## src/rtl/sd_clk_pkg.sv

```systemverilog
// rtl/sd_clk_pkg.sv - shared types and defaults for the SD card-clock generator
package sd_clk_pkg;

  typedef enum logic [1:0] {
    IDLE   = 2'd0,
    SETTLE = 2'd1,
    READY  = 2'd2
  } settle_state_e;

  localparam int SD_DIV_W_DEFAULT          = 10;
  localparam int SD_STABLE_PERIODS_DEFAULT = 4;

endpackage

```

## src/rtl/sd_clk_phase_cnt.sv

```systemverilog
// rtl/sd_clk_phase_cnt.sv - phase counter, divisor latch and period boundary detect
module sd_clk_phase_cnt #(
  parameter int DIV_W = 10,
  parameter int CW    = DIV_W + 2
) (
  input  logic             clk_i,
  input  logic             rst_ni,
  input  logic             run_i,
  input  logic [DIV_W-1:0] divisor_i,
  output logic             boundary_o,
  output logic [CW-1:0]    cnt_d_o,
  output logic [CW-1:0]    h_d_o,
  output logic [CW-1:0]    p_d_o
);

  logic [CW-1:0]    cnt_q, cnt_d;
  logic [DIV_W-1:0] div_q, div_d;
  logic [CW-1:0]    h_q, p_q;

  assign h_q        = CW'(div_q) + CW'(1);
  assign p_q        = {h_q[CW-2:0], 1'b0};
  assign boundary_o = run_i && (cnt_q == p_q - CW'(1));

  // While the counter is held no clock is produced, so the divisor may track freely.
  always_comb begin
    cnt_d = cnt_q;
    div_d = div_q;
    if (!run_i || boundary_o) begin
      cnt_d = '0;
      div_d = divisor_i;
    end else begin
      cnt_d = cnt_q + CW'(1);
    end
  end

  assign cnt_d_o = cnt_d;
  assign h_d_o   = CW'(div_d) + CW'(1);
  assign p_d_o   = {h_d_o[CW-2:0], 1'b0};

  always_ff @(posedge clk_i) begin
    if (!rst_ni) begin
      cnt_q <= '0;
      div_q <= '0;
    end else begin
      cnt_q <= cnt_d;
      div_q <= div_d;
    end
  end

endmodule

```

## src/rtl/sd_clock_gen.sv

```systemverilog
// rtl/sd_clock_gen.sv - glitch-free SD/eMMC card-clock generator with settle FSM
module sd_clock_gen
  import sd_clk_pkg::*;
#(
  parameter int DIV_W          = SD_DIV_W_DEFAULT,
  parameter int STABLE_PERIODS = SD_STABLE_PERIODS_DEFAULT
) (
  input  logic             AXI_CLOCK,
  input  logic             AXI_RST,
  input  logic [DIV_W-1:0] DIVISOR,
  input  logic             internal_clk_en,
  input  logic             sd_clk_en,
  output logic             sd_clk,
  output logic             sd_clk90,
  output logic             sd_clk_rise,
  output logic             sd_clk_fall,
  output logic             sd_clk_active,
  output logic             Internal_clk_stable
);

  localparam int CW = DIV_W + 2;
  localparam int SW = $clog2(STABLE_PERIODS + 1);

  settle_state_e state_q, state_d;
  logic [SW-1:0] settle_q, settle_d;
  logic          gate_q, gate_d;
  logic          run, boundary;
  logic [CW-1:0] cnt_d, h_d, p_d, q_d, ph90_d;
  logic          clk_q, clk90_q, rise_q, fall_q;

  assign run = internal_clk_en && (state_q != IDLE);

  sd_clk_phase_cnt #(.DIV_W(DIV_W), .CW(CW)) u_phase (
    .clk_i      (AXI_CLOCK),
    .rst_ni     (AXI_RST),
    .run_i      (run),
    .divisor_i  (DIVISOR),
    .boundary_o (boundary),
    .cnt_d_o    (cnt_d),
    .h_d_o      (h_d),
    .p_d_o      (p_d)
  );

  always_comb begin
    state_d  = state_q;
    settle_d = settle_q;
    gate_d   = gate_q;
    if (!internal_clk_en) begin
      state_d  = IDLE;
      settle_d = '0;
      gate_d   = 1'b0;
    end else begin
      if (boundary) gate_d = sd_clk_en && (state_q == READY);
      case (state_q)
        IDLE:   state_d = SETTLE;
        SETTLE: begin
          if (boundary) begin
            if (settle_q == SW'(STABLE_PERIODS - 1)) begin
              state_d  = READY;
              settle_d = '0;
            end else begin
              settle_d = settle_q + SW'(1);
            end
          end
        end
        READY:   state_d = READY;
        default: state_d = IDLE;
      endcase
    end
  end

  // Quadrature copy: phase shifted back by floor(H/2), taken modulo the period.
  assign q_d    = h_d >> 1;
  assign ph90_d = (cnt_d >= q_d) ? (cnt_d - q_d) : (cnt_d + p_d - q_d);

  always_ff @(posedge AXI_CLOCK) begin
    if (!AXI_RST) begin
      state_q  <= IDLE;
      settle_q <= '0;
      gate_q   <= 1'b0;
      clk_q    <= 1'b0;
      clk90_q  <= 1'b0;
      rise_q   <= 1'b0;
      fall_q   <= 1'b0;
    end else begin
      state_q  <= state_d;
      settle_q <= settle_d;
      gate_q   <= gate_d;
      clk_q    <= gate_d && (cnt_d < h_d);
      clk90_q  <= gate_d && (ph90_d < h_d);
      rise_q   <= gate_d && (cnt_d == '0);
      fall_q   <= gate_d && (cnt_d == h_d);
    end
  end

  assign sd_clk              = clk_q;
  assign sd_clk90            = clk90_q;
  assign sd_clk_rise         = rise_q;
  assign sd_clk_fall         = fall_q;
  assign sd_clk_active       = gate_q;
  assign Internal_clk_stable = (state_q == READY);

endmodule

```

## config.mk

```make
export PLATFORM = sky130hd
export DESIGN_NAME = sd_clock_gen
export DESIGN_NICKNAME = d
export VERILOG_FILES = /design/src/rtl/sd_clk_pkg.sv /design/src/rtl/sd_clk_phase_cnt.sv /design/src/rtl/sd_clock_gen.sv
export SDC_FILE = /design/constraint.sdc
export NUM_CORES = 1
export LEC_CHECK = 0
export ABC_CLOCK_PERIOD_IN_PS = 18400
export CORE_UTILIZATION = 61
export DETAILED_ROUTE_END_ITERATION = 10
export DONT_BUFFER_PORTS = 1
export PLACE_DENSITY = 0.77
export SYNTH_ARGS = -nofsm -noshare
export SYNTH_HDL_FRONTEND = slang
export SYNTH_SLANG_ARGS = --single-unit
export TNS_END_PERCENT = 10
```

## constraint.sdc

```tcl
create_clock -name AXI_CLOCK -period 18.4 [get_ports AXI_CLOCK]
set_input_delay 5.52 -clock AXI_CLOCK [delete_from_list [all_inputs] [get_ports AXI_CLOCK]]
set_output_delay 5.52 -clock AXI_CLOCK [all_outputs]
set_load 0.01 [all_outputs]
```

==> results.txt, run 1 <==
final critical-path share of the clock period = 62.6%
maximum number of pins on one net before global-route repair = 33
Sequential cell area = 641 sq um
minimum setup slack after placement = 6600 ps
net switching power figure = 0.102 mW
Static Leak = 1.85 nW
Row Count = 29
Critical path origin = internal_clk_en
initial core utilization = 64.8%
count of non-filler cells in the finished layout = 616
sort of element at the start of the critical path = input port
die height = 85.3 microns
netlist area before placement = 4230 sq um
placer congestion estimate = 0.979
vias after detailed routing = 3888
number of antenna violations at the first check in global routing = 0
asr flop ratio synth = 0%
worst path required time = 18630 ps
Clock Tree Buf Depth = 2
Post-CTS Repair Setup Buffers = 0
CTS-repair resized insts = 0
Power Density = 62.7 nW/um^2
Seq/Total Area, Yosys = 15.1%
Unique masters post-synth = 62
worst hold endpoint = settle_q[2]$_SDFFE_PN0P_
latest clock arrival within the worst-skew pair = 290 ps
Cells after DPL = 608
number of synthesized register bits = 32
number of I/O port buffers = 0
Post-DP Area = 4220 sq um
synthesis-to-finish area growth = 2.37%
fill cell total of the finished layout = 593
Switching Share = 37.5%
achievable clock frequency = 86.8 MHz
wire length of the first global-routing pass = 18.0 mm
via count of the first global-routing pass = 3788
ant diodes = 0
critical setup path kind = input port to flip-flop
nets in the synthesized netlist = 617
Max H-tree Level = 2
number of flops mapped to enable cells by yosys = 0
# IOs = 20
final-stage net count = 604
peak fanout along the critical path = 18
core outline area = 6530 sq um
worst slew pin tran = 768 ps
post-route cell area = 4330 sq um
Pint = 0.170 mW
share of total power in sequential cells = 28.0%
register clock-pin slew on the reported worst setup and hold paths = 80 ps
number of instances in the synthesized netlist = 551
Logic pwr share = 46.7%
number of maximum-capacitance violations = 0
cts hold-fix bufs = 0
VDD IR-drop max = 0.0413 mV
final setup TNS = 0 ps
final setup violation count = 0
Hold Path Cell Cnt = 2
drc violations = 0
CP Data Arrival Time = 11750 ps
worst reg2reg path startpoint = u_phase.div_q[2]$_SDFF_PN0_
detailed-placement wirelength estimate = 8.53 mm
Tmin final = 11520 ps
global route total overflow = 0
number of cells traversed by the worst register-to-register path = 29
count of nets left with antenna violations after detail routing = 0
number of slew-limit violations in the final report = 0
DRC marker count from the first detailed-route iteration = 206
Setup WS post-layout = 6880 ps
nature of the critical path endpoint = flip-flop
clock share of power = 25.3%
clock skew after layout = 9.74 ps
launch instance of the worst min-delay path = settle_q[2]$_SDFFE_PN0P_
total detailed-routing wirelength = 10.7 mm
TritonCTS clock tree = yes
RSZ-0062 raised after global routing = false
die extent in x = 85.3 microns
Initial DRT Pass Iterations = 5
cts bufs inserted = 5
post-synthesis area per instance = 7.68 sq um
Multi-input gate area = 3330 sq um
layout cells sized above 1 = 3.90%
clk root buf = clkbuf_8
area enclosed by the die boundary = 7270 sq um
total global routing track utilization = 31.4%
Vias/cell = 6.31
power consumption = 0.272 mW
worst-case headroom to the max-slew limit = 48.8%
post-detailed-route wirelength per cell = 17.4 microns
top_reg_cell synth = dfxtp_1
slack of the worst reg-to-reg path = 9390 ps
warning count from the yosys run = 0
result of the run = finished clean
Hold/Removal Path Class = flip-flop to flip-flop
r2r endpoint = sd_clk90$_SDFF_PN0_
number of sinks driven by the clock tree = 32
final count of hold timing violations = 0
state kept, by name, indices dropped and copies added (netlist names):
signal	cells
sd_clk90	1
sd_clk_rise	1
state_q	2
u_phase.cnt_q	12
sd_clk_fall	1
sd_clk	1
u_phase.div_q	10
sd_clk_active	1
settle_q	3
synthesized netlist by cell type, types with 2 or more instances:
master | instances | share of area [%]
maj3_1 | 5 | 1.2
inv_1 | 36 | 3.2
and3_1 | 5 | 0.74
nor3_1 | 14 | 1.7
nor2_1 | 46 | 4.1
buf_2 | 7 | 0.83
a31oi_1 | 3 | 0.44
mux2i_1 | 11 | 2.6
a21boi_0 | 9 | 1.6
and4_1 | 7 | 1.4
o21a_1 | 4 | 0.71
nand2b_1 | 4 | 0.59
or4_1 | 2 | 0.35
fa_1 | 8 | 3.8
nand2_1 | 58 | 5.1
nand4_1 | 11 | 1.6
nor2b_1 | 5 | 0.74
nand2_2 | 2 | 0.30
xnor3_1 | 2 | 1.1
o211ai_1 | 5 | 0.89
mux2_2 | 2 | 0.53
buf_4 | 3 | 0.53
or3_1 | 4 | 0.59
xnor2_1 | 39 | 8.1
a21oi_1 | 32 | 3.8
and2_1 | 18 | 2.7
a311oi_1 | 2 | 0.41
nand3_1 | 17 | 2.0
o2111ai_1 | 2 | 0.41
nor4b_1 | 3 | 0.62
clkbuf_1 | 8 | 0.71
o21ai_0 | 17 | 2.0
o21bai_1 | 5 | 0.89
dfxtp_1 | 32 | 15
ha_1 | 44 | 13
o41ai_1 | 2 | 0.41
a211o_1 | 3 | 0.62
xor2_1 | 27 | 5.6
maj3_2 | 2 | 0.53
o31ai_1 | 2 | 0.35
a21o_1 | 15 | 2.7
nor4_1 | 6 | 0.89
buf_6 | 3 | 0.80
worst max-delay path, cell delays in order:
cell and delay [ps]:
nand2b_1 190, o21ai_0 280, a21boi_0 500, inv_1 100, ha_1 270, nand3_1 160, xnor2_1 80, mux2i_1 310
inv_1 160, ha_1 360, a21oi_1 390, nand2_1 110, maj3_1 370, maj3_1 350, a21oi_1 160, nor4_1 70
a211o_1 500, mux2_2 370, ha_1 280, and4_1 200, a211o_1 290, maj3_2 300, maj3_2 310, a21oi_2 120
layout make-up:
type                            instances  area share, %
Clock buffer                            5           1.59
Tap cell                               77           2.22
Timing Repair Buffer                    2          0.347
Inverter                               36           3.12
Multi-Input combinational cell        461           76.9
Clock inverter                          3          0.982
Sequential cell                        32           14.8
power by group through the flow:
stage                     Clock (mW)  Combinational [mW]  Sequential (mW)
final                         0.0688               0.127           0.0759
after global routing          0.0726               0.143           0.0763
after CTS                     0.0690               0.126           0.0757
after detailed placement           0               0.126           0.0773
after global placement             0               0.121           0.0772
after floorplan                    0               0.106           0.0736
worst max path at each step:
| stage | endpoint | slack [ps] | cells after the start |
|---|---|---|---|
| finish | sd_clk90$_SDFF_PN0_ | 6880 | 24 |
| detailed placement | sd_clk90$_SDFF_PN0_ | 6600 | 24 |
| CTS | sd_clk90$_SDFF_PN0_ | 6890 | 24 |
| global route | sd_clk90$_SDFF_PN0_ | 6460 | 24 |
| global placement | sd_clk90$_SDFF_PN0_ | 6900 | 24 |
| floorplan | sd_clk90$_SDFF_PN0_ | 7260 | 30 |
layout by cell type, fill, tap and decap left out, drive strengths merged, types with 6 or more instances in the layout:
cell | Yosys | routed
a21boi | 9 | 9
a21o | 15 | 15
a21oi | 33 | 33
and2 | 18 | 18
and4 | 7 | 7
dfxtp | 32 | 32
fa | 8 | 8
ha | 44 | 44
inv | 36 | 36
maj3 | 7 | 7
mux2i | 11 | 11
nand2 | 60 | 60
nand3 | 17 | 17
nand4 | 11 | 11
nor2 | 46 | 46
nor3 | 15 | 15
nor4 | 6 | 6
o21ai | 18 | 18
xnor2 | 39 | 39
xor2 | 27 | 27
through the flow:
step | hold WS [ps] | util, %
2_1_floorplan | 435 | -
3_3_place_gp | 455 | 64.6
3_5_place_dp | 470 | 64.6
4_1_cts | 480 | 66.3
5_1_grt | 514 | 66.3
6_report | 477 | 66.3
logic make-up (layout without fill, tap and decap cells):
family,Yosys count,after routing,synth area share (%)
multiplexers,13,13,3.14
adder cells (fa/ha/maj),59,59,18.5
buffers and inverters,58,46,6.15
flip-flops,32,32,15.1
AO/OA/AOI/OAI,112,112,17.5
AND/OR/NAND/NOR,209,209,24.8
XOR/XNOR,68,68,14.7
metal layers:
metal / vias up / GRT usage [%] / part of all wire, %
li1: 1914 / - / -
met3: 28 / 4.77 / 6.0
met2: 125 / 50.5 / 45
met1: 1821 / 41.5 / 46
met5: - / 0 / 0
met4: 0 / 14.4 / 3.7
Note: power is estimated with default switching activity, not from simulation.
==> run 2: changes to the inputs <==
--- a/config.mk
+++ b/config.mk
@@ -5,11 +5,11 @@
 export SDC_FILE = /design/constraint.sdc
 export NUM_CORES = 1
 export LEC_CHECK = 0
-export ABC_CLOCK_PERIOD_IN_PS = 18400
-export CORE_UTILIZATION = 61
+export ABC_CLOCK_PERIOD_IN_PS = 9300
+export CORE_UTILIZATION = 60
 export DETAILED_ROUTE_END_ITERATION = 10
 export DONT_BUFFER_PORTS = 1
-export PLACE_DENSITY = 0.77
+export PLACE_DENSITY = 0.79
 export SYNTH_ARGS = -nofsm -noshare
 export SYNTH_HDL_FRONTEND = slang
 export SYNTH_SLANG_ARGS = --single-unit
==> constraint.sdc (replaced) <==
create_clock -name AXI_CLOCK -period 9.3 [get_ports AXI_CLOCK]
set_input_delay 2.79 -clock AXI_CLOCK [delete_from_list [all_inputs] [get_ports AXI_CLOCK]]
set_output_delay 2.79 -clock AXI_CLOCK [all_outputs]
set_load 0.01 [all_outputs]
==> results.txt, run 2 (synthesis gave the netlist of run 1 again) <==
result of the run = finished clean
Row Count = 30
final critical-path share of the clock period = 90.7%
number of I/O port buffers = 0
CP Data Arrival Time = 8660 ps
sort of element at the start of the critical path = input port
total detailed-routing wirelength = 10.7 mm
worst-case headroom to the max-slew limit = 51.8%
register clock-pin slew on the reported worst setup and hold paths = 70 ps
Max H-tree Level = 2
detailed-placement wirelength estimate = 8.48 mm
number of slew-limit violations in the final report = 0
ant diodes = 0
wire length of the first global-routing pass = 18.0 mm
layout cells sized above 1 = 4.95%
final setup violation count = 0
maximum number of pins on one net before global-route repair = 37
Post-CTS Repair Setup Buffers = 0
Largest regs = u_phase.cnt_q x12, u_phase.div_q x10, settle_q x3
global route total overflow = 0
register containing the most flip-flops in the final layout = u_phase.cnt_q
flip-flop count of the largest register, all copies and words added = 12
drc violations = 0
core outline area = 6790 sq um
vias after detailed routing = 3936
via count of the first global-routing pass = 3712
nature of the critical path endpoint = flip-flop
latest clock arrival within the worst-skew pair = 280 ps
count of nets left with antenna violations after detail routing = 0
Power Density = 122 nW/um^2
placer congestion estimate = 0.919
synthesis-to-finish area growth = 3.99%
power consumption = 0.536 mW
Setup WS post-layout = 868 ps
CTS-repair resized insts = 0
die extent in x = 86.0 microns
# IOs = 20
number of antenna violations at the first check in global routing = 0
die height = 86.0 microns
Clock Tree Buf Depth = 2
TritonCTS clock tree = yes
initial core utilization = 62.3%
total global routing track utilization = 30.6%
Hold/Removal Path Class = flip-flop to flip-flop
post-detailed-route wirelength per cell = 16.8 microns
achievable clock frequency = 119 MHz
minimum setup slack after placement = 623 ps
count of non-filler cells in the finished layout = 641
Tmin final = 8430 ps
Initial DRT Pass Iterations = 4
clk root buf = clkbuf_8
Cells after DPL = 633
final-stage net count = 610
VDD IR-drop max = 0.0651 mV
cts bufs inserted = 5
number of sinks driven by the clock tree = 32
Static Leak = 1.88 nW
final setup TNS = 0 ps
cts hold-fix bufs = 0
worst slew pin tran = 720 ps
RSZ-0062 raised after global routing = false
critical setup path kind = input port to flip-flop
final count of hold timing violations = 0
clock skew after layout = 7.73 ps
Vias/cell = 6.14
peak fanout along the critical path = 28
most common cell after layout, fill and taps aside = nand2_1
worst path required time = 9530 ps
DRC marker count from the first detailed-route iteration = 278
top library cells by usage in the layout, fill and taps aside = 58 x nand2_1, 45 x nor2_1, 44 x ha_1
area enclosed by the die boundary = 7390 sq um
number of maximum-capacitance violations = 0
run 2: per-stage QoR:
step                hold slack [ps]  util [%]  cell area (sq um)
floorplan                       435         -               4230
global placement                450      63.1               4290
detailed placement              463      63.1               4290
CTS                             474      64.8               4400
global route                    499      64.8               4400
finish                          481      64.8               4400
run 2: final cells by class:
class	count	area (sq um)
flip-flops and latches	32	641
fillers	606	2390
inverters	36	135
repair buffers	8	60.1
clock inverters	3	42.5
well taps	96	120
multi-input cells	461	3330
clock buffers	5	68.8
run 2: routing by layer:
metal	vias to the layer above	share of wire, %	track usage [%]
li1	1914	-	-
met1	1854	45	40.1
met2	139	46	49.9
met3	29	5.3	4.72
met4	0	3.8	12.7
met5	-	0	0
run 2: report_power, final:
part / leakage (nW) / switching, mW / internal (mW)
clock network: 0.0541 / 0.0549 / 0.0793
logic: 1.56 / 0.135 / 0.117
registers: 0.261 / 0.00946 / 0.141
run 2: path summary, 6_finish.rpt:
check,slack [ps],cells after the start,endpoint,startpoint
setup / recovery,870,26,sd_clk90$_SDFF_PN0_,internal_clk_en
hold reg to reg,480,2,settle_q[2]$_SDFFE_PN0P_,settle_q[2]$_SDFFE_PN0P_
setup reg to reg,1160,33,sd_clk90$_SDFF_PN0_,u_phase.div_q[0]$_SDFF_PN0_
hold / removal,480,2,settle_q[2]$_SDFFE_PN0P_,settle_q[2]$_SDFFE_PN0P_
run 2: critical path: stages:
cell,delay [ps]
nand2b_1,190
nor2_2,180
buf_4,320
nand2_1,90
nand2_1,80
ha_1,250
nand3_1,160
xnor2_1,170
mux2i_1,310
inv_1,150
ha_1,350
a21oi_1,140
buf_4,150
nand2_1,50
maj3_1,350
maj3_1,360
a21oi_1,150
nor4_1,60
a211o_1,470
mux2_2,360
ha_1,270
and4_1,200
a211o_1,290
maj3_2,290
maj3_2,310
a21oi_2,120
==> run 3: changes to the inputs <==
--- a/config.mk
+++ b/config.mk
@@ -5,12 +5,13 @@
 export SDC_FILE = /design/constraint.sdc
 export NUM_CORES = 1
 export LEC_CHECK = 0
-export ABC_CLOCK_PERIOD_IN_PS = 9300
+export ABC_CLOCK_PERIOD_IN_PS = 7600
 export CORE_UTILIZATION = 60
 export DETAILED_ROUTE_END_ITERATION = 10
 export DONT_BUFFER_PORTS = 1
 export PLACE_DENSITY = 0.79
 export SYNTH_ARGS = -nofsm -noshare
 export SYNTH_HDL_FRONTEND = slang
+export SYNTH_HIERARCHICAL = 1
 export SYNTH_SLANG_ARGS = --single-unit
 export TNS_END_PERCENT = 10
==> constraint.sdc (replaced) <==
create_clock -name AXI_CLOCK -period 7.6 [get_ports AXI_CLOCK]
set_input_delay 2.28 -clock AXI_CLOCK [delete_from_list [all_inputs] [get_ports AXI_CLOCK]]
set_output_delay 2.28 -clock AXI_CLOCK [all_outputs]
set_load 0.01 [all_outputs]
==> results.txt, run 3 <==
GR peak layer = met2
via count of the first global-routing pass = 4114
RSZ-0062 raised after global routing = false
final critical-path share of the clock period = 93.0%
Logic pwr share = 52.5%
global routing met3 resource utilization = 5.67%
Hold/Removal Path Class = flip-flop to flip-flop
GR Util met2 = 45.4%
achievable clock frequency = 141 MHz
latest clock arrival within the worst-skew pair = 290 ps
dominant cells by area after synthesis = ha_1 14%, dfxtp_1 14%, inv_1 5.5%
CP Data Arrival Time = 7280 ps
clock skew after layout = 13.2 ps
number of cells traversed by the worst register-to-register path = 27
Vias/cell = 6.24
VDD IR-drop max = 0.112 mV
compound-cell area share of the yosys netlist = 19.8%
wire length of the first global-routing pass = 19.5 mm
number of synthesized register bits = 32
sort of element at the start of the critical path = flip-flop
number of slew-limit violations in the final report = 0
Clock Tree Buf Depth = 2
critical setup path kind = flip-flop to flip-flop
worst path required time = 7820 ps
Post-CTS Repair Setup Buffers = 0
nature of the critical path endpoint = flip-flop
warning count from the yosys run = 6
Tmin final = 7070 ps
Switching Share = 42.0%
slowest stage delay, CP = 600 ps
worst reg2reg path startpoint = u_phase/div_q[1]$_SDFF_PN0_
result of the run = finished clean
final setup TNS = 0 ps
peak fanout along the critical path = 12
top_reg_cell synth = dfxtp_1
number of flops mapped to enable cells by yosys = 0
post-synthesis area per instance = 7.70 sq um
number of antenna violations at the first check in global routing = 0
most common cell type on the critical path = ha_1
core outline area = 7370 sq um
Largest regs = u_phase/cnt_q x12, u_phase/div_q x10, settle_q x3
DRC marker count from the first detailed-route iteration = 330
count leader, synth = inv_1
final-stage net count = 661
final setup violation count = 0
register containing the most flip-flops in the final layout = u_phase/cnt_q
Pint = 0.402 mW
top cell type's share of synthesized area = 14.2%
Power Density = 146 nW/um^2
main combinational cell family by area after synthesis = simple AND/OR/NAND/NOR gates
# IOs = 20
post-detailed-route wirelength per cell = 16.6 microns
Critical path origin = u_phase/div_q[1]$_SDFF_PN0_
share of total power in sequential cells = 27.0%
Initial DRT Pass Iterations = 5
mux contribution to synthesized area = 2.58%
cts bufs inserted = 5
worst-case headroom to the max-slew limit = 50.4%
ant diodes = 0
placer congestion estimate = 0.963
maximum number of pins on one net before global-route repair = 23
global route total overflow = 0
total detailed-routing wirelength = 11.3 mm
Row Count = 31
final count of hold timing violations = 0
TritonCTS clock tree = yes
total global routing track utilization = 29.3%
GR Util met1 = 41.8%
asr flop ratio synth = 0%
detailed-placement wirelength estimate = 9.10 mm
top library cells by usage in the layout, fill and taps aside = 68 x inv_1, 52 x ha_1, 43 x nor2_1
Max H-tree Level = 2
simple-gate area share of the yosys netlist = 22.6%
netlist area before placement = 4660 sq um
minimum setup slack after placement = 144 ps
XOR/XNOR share of the synthesized area = 11.2%
vias after detailed routing = 4254
Seq/Total Area, Yosys = 13.7%
highest-delay cell along the critical path = or4b_4
launch instance of the worst min-delay path = settle_q[2]$_SDFFE_PN0P_
drc violations = 0
worst slew pin tran = 742 ps
Static Leak = 2.07 nW
flip-flop count of the largest register, all copies and words added = 12
layout cells sized above 1 = 5.83%
cell taking the most area after synthesis = ha_1
die height = 90.2 microns
die extent in x = 90.2 microns
fraction of the mapped netlist area in adder cells = 19.4%
synthesis-to-finish area growth = 1.69%
area enclosed by the die boundary = 8130 sq um
Hold Path Cell Cnt = 2
register clock-pin slew on the reported worst setup and hold paths = 80 ps
most common cell after layout, fill and taps aside = inv_1
Unique masters post-synth = 75
clock share of power = 20.5%
number of maximum-capacitance violations = 0
clk root buf = clkbuf_8
count of nets left with antenna violations after detail routing = 0
number of instances in the synthesized netlist = 606
leading post-synthesis cells by instance count = 68 x inv_1, 53 x ha_1, 43 x nor2_1
net switching power figure = 0.291 mW
number of I/O port buffers = 0
Setup WS post-layout = 531 ps
number of sinks driven by the clock tree = 32
initial core utilization = 63.3%
[run 3: cell count changes after synthesis, sizes merged, moves of 11 or more]
cell and delta:
nand2 -20, buf +15, xnor2 -12, and2 -11
nand4 +13, inv +32
[run 3: per-stage QoR]
| stage | util, % | instance area [sq um] | instances | power, mW | hold WS [ps] |
|---|---|---|---|---|---|
| floorplan | - | 4670 | 607 | 0.479 | 425 |
| global placement | 62.6 | 4620 | 674 | 0.528 | 443 |
| detailed placement | 62.6 | 4620 | 674 | 0.543 | 452 |
| CTS | 63.9 | 4710 | 682 | 0.685 | 462 |
| global route | 64.4 | 4740 | 682 | 0.751 | 482 |
| finish | 64.4 | 4740 | 682 | 0.694 | 464 |
[run 3: critical path, delay by kind of cell (launching register included)]
family	cells	cell delay (ps)
compound gates	11	2080
xor+xnor	1	100
fa+ha+maj	5	1640
buf+inv	2	130
flops	1	490
mux	1	280
simple gates	7	2270
[run 3: kinds of logic (layout without fill, tap and decap cells)]
family	Yosys count	after routing
other	1	2
buffers and inverters	108	84
XOR/XNOR	55	55
multiplexers	12	12
AND/OR/NAND/NOR	205	205
flip-flops	32	32
adder cells (fa/ha/maj)	65	65
AO/OA/AOI/OAI	128	128
[run 3: path summary, 6_finish.rpt]
path	endpoint	slack, ps
min	settle_q[2]$_SDFFE_PN0P_	460
max	sd_clk90$_SDFF_PN0_	530
max reg2reg	sd_clk90$_SDFF_PN0_	530
min reg2reg	settle_q[2]$_SDFFE_PN0P_	460
[run 3: power groups by stage]
stage	logic [mW]	clock network [mW]	registers, mW
2_1_floorplan	0.300	0	0.179
3_3_place_gp	0.338	0	0.190
3_5_place_dp	0.353	0	0.190
4_1_cts	0.355	0.143	0.187
5_1_grt	0.412	0.151	0.189
6_report	0.364	0.142	0.187
[run 3: repair_timing]
item / in CTS / in global routing
gates resized for setup: 0 / 7
hold buffers: 0 / 0
endpoints found under the setup margin: 0 / 1
[run 3: final cells by class]
cell class                      instances  area, sq um
Clock inverter                          1         7.51
Clock buffer                            7         86.3
Sequential cell                        32          642
Fill cell                             645         2630
Timing Repair Buffer                    8         60.1
Tap cell                               99          124
Multi-Input combinational cell        467         3570
Inverter                               68          255
[run 3: routing by layer]
metal / vias up / part of all wire (%) / routed length [microns]
li1: 2073 / - / -
met1: 1975 / 47 / 5290
met2: 190 / 44 / 4940
met3: 16 / 8.5 / 965
met4: 0 / 1.3 / 150
met5: - / 0 / 0
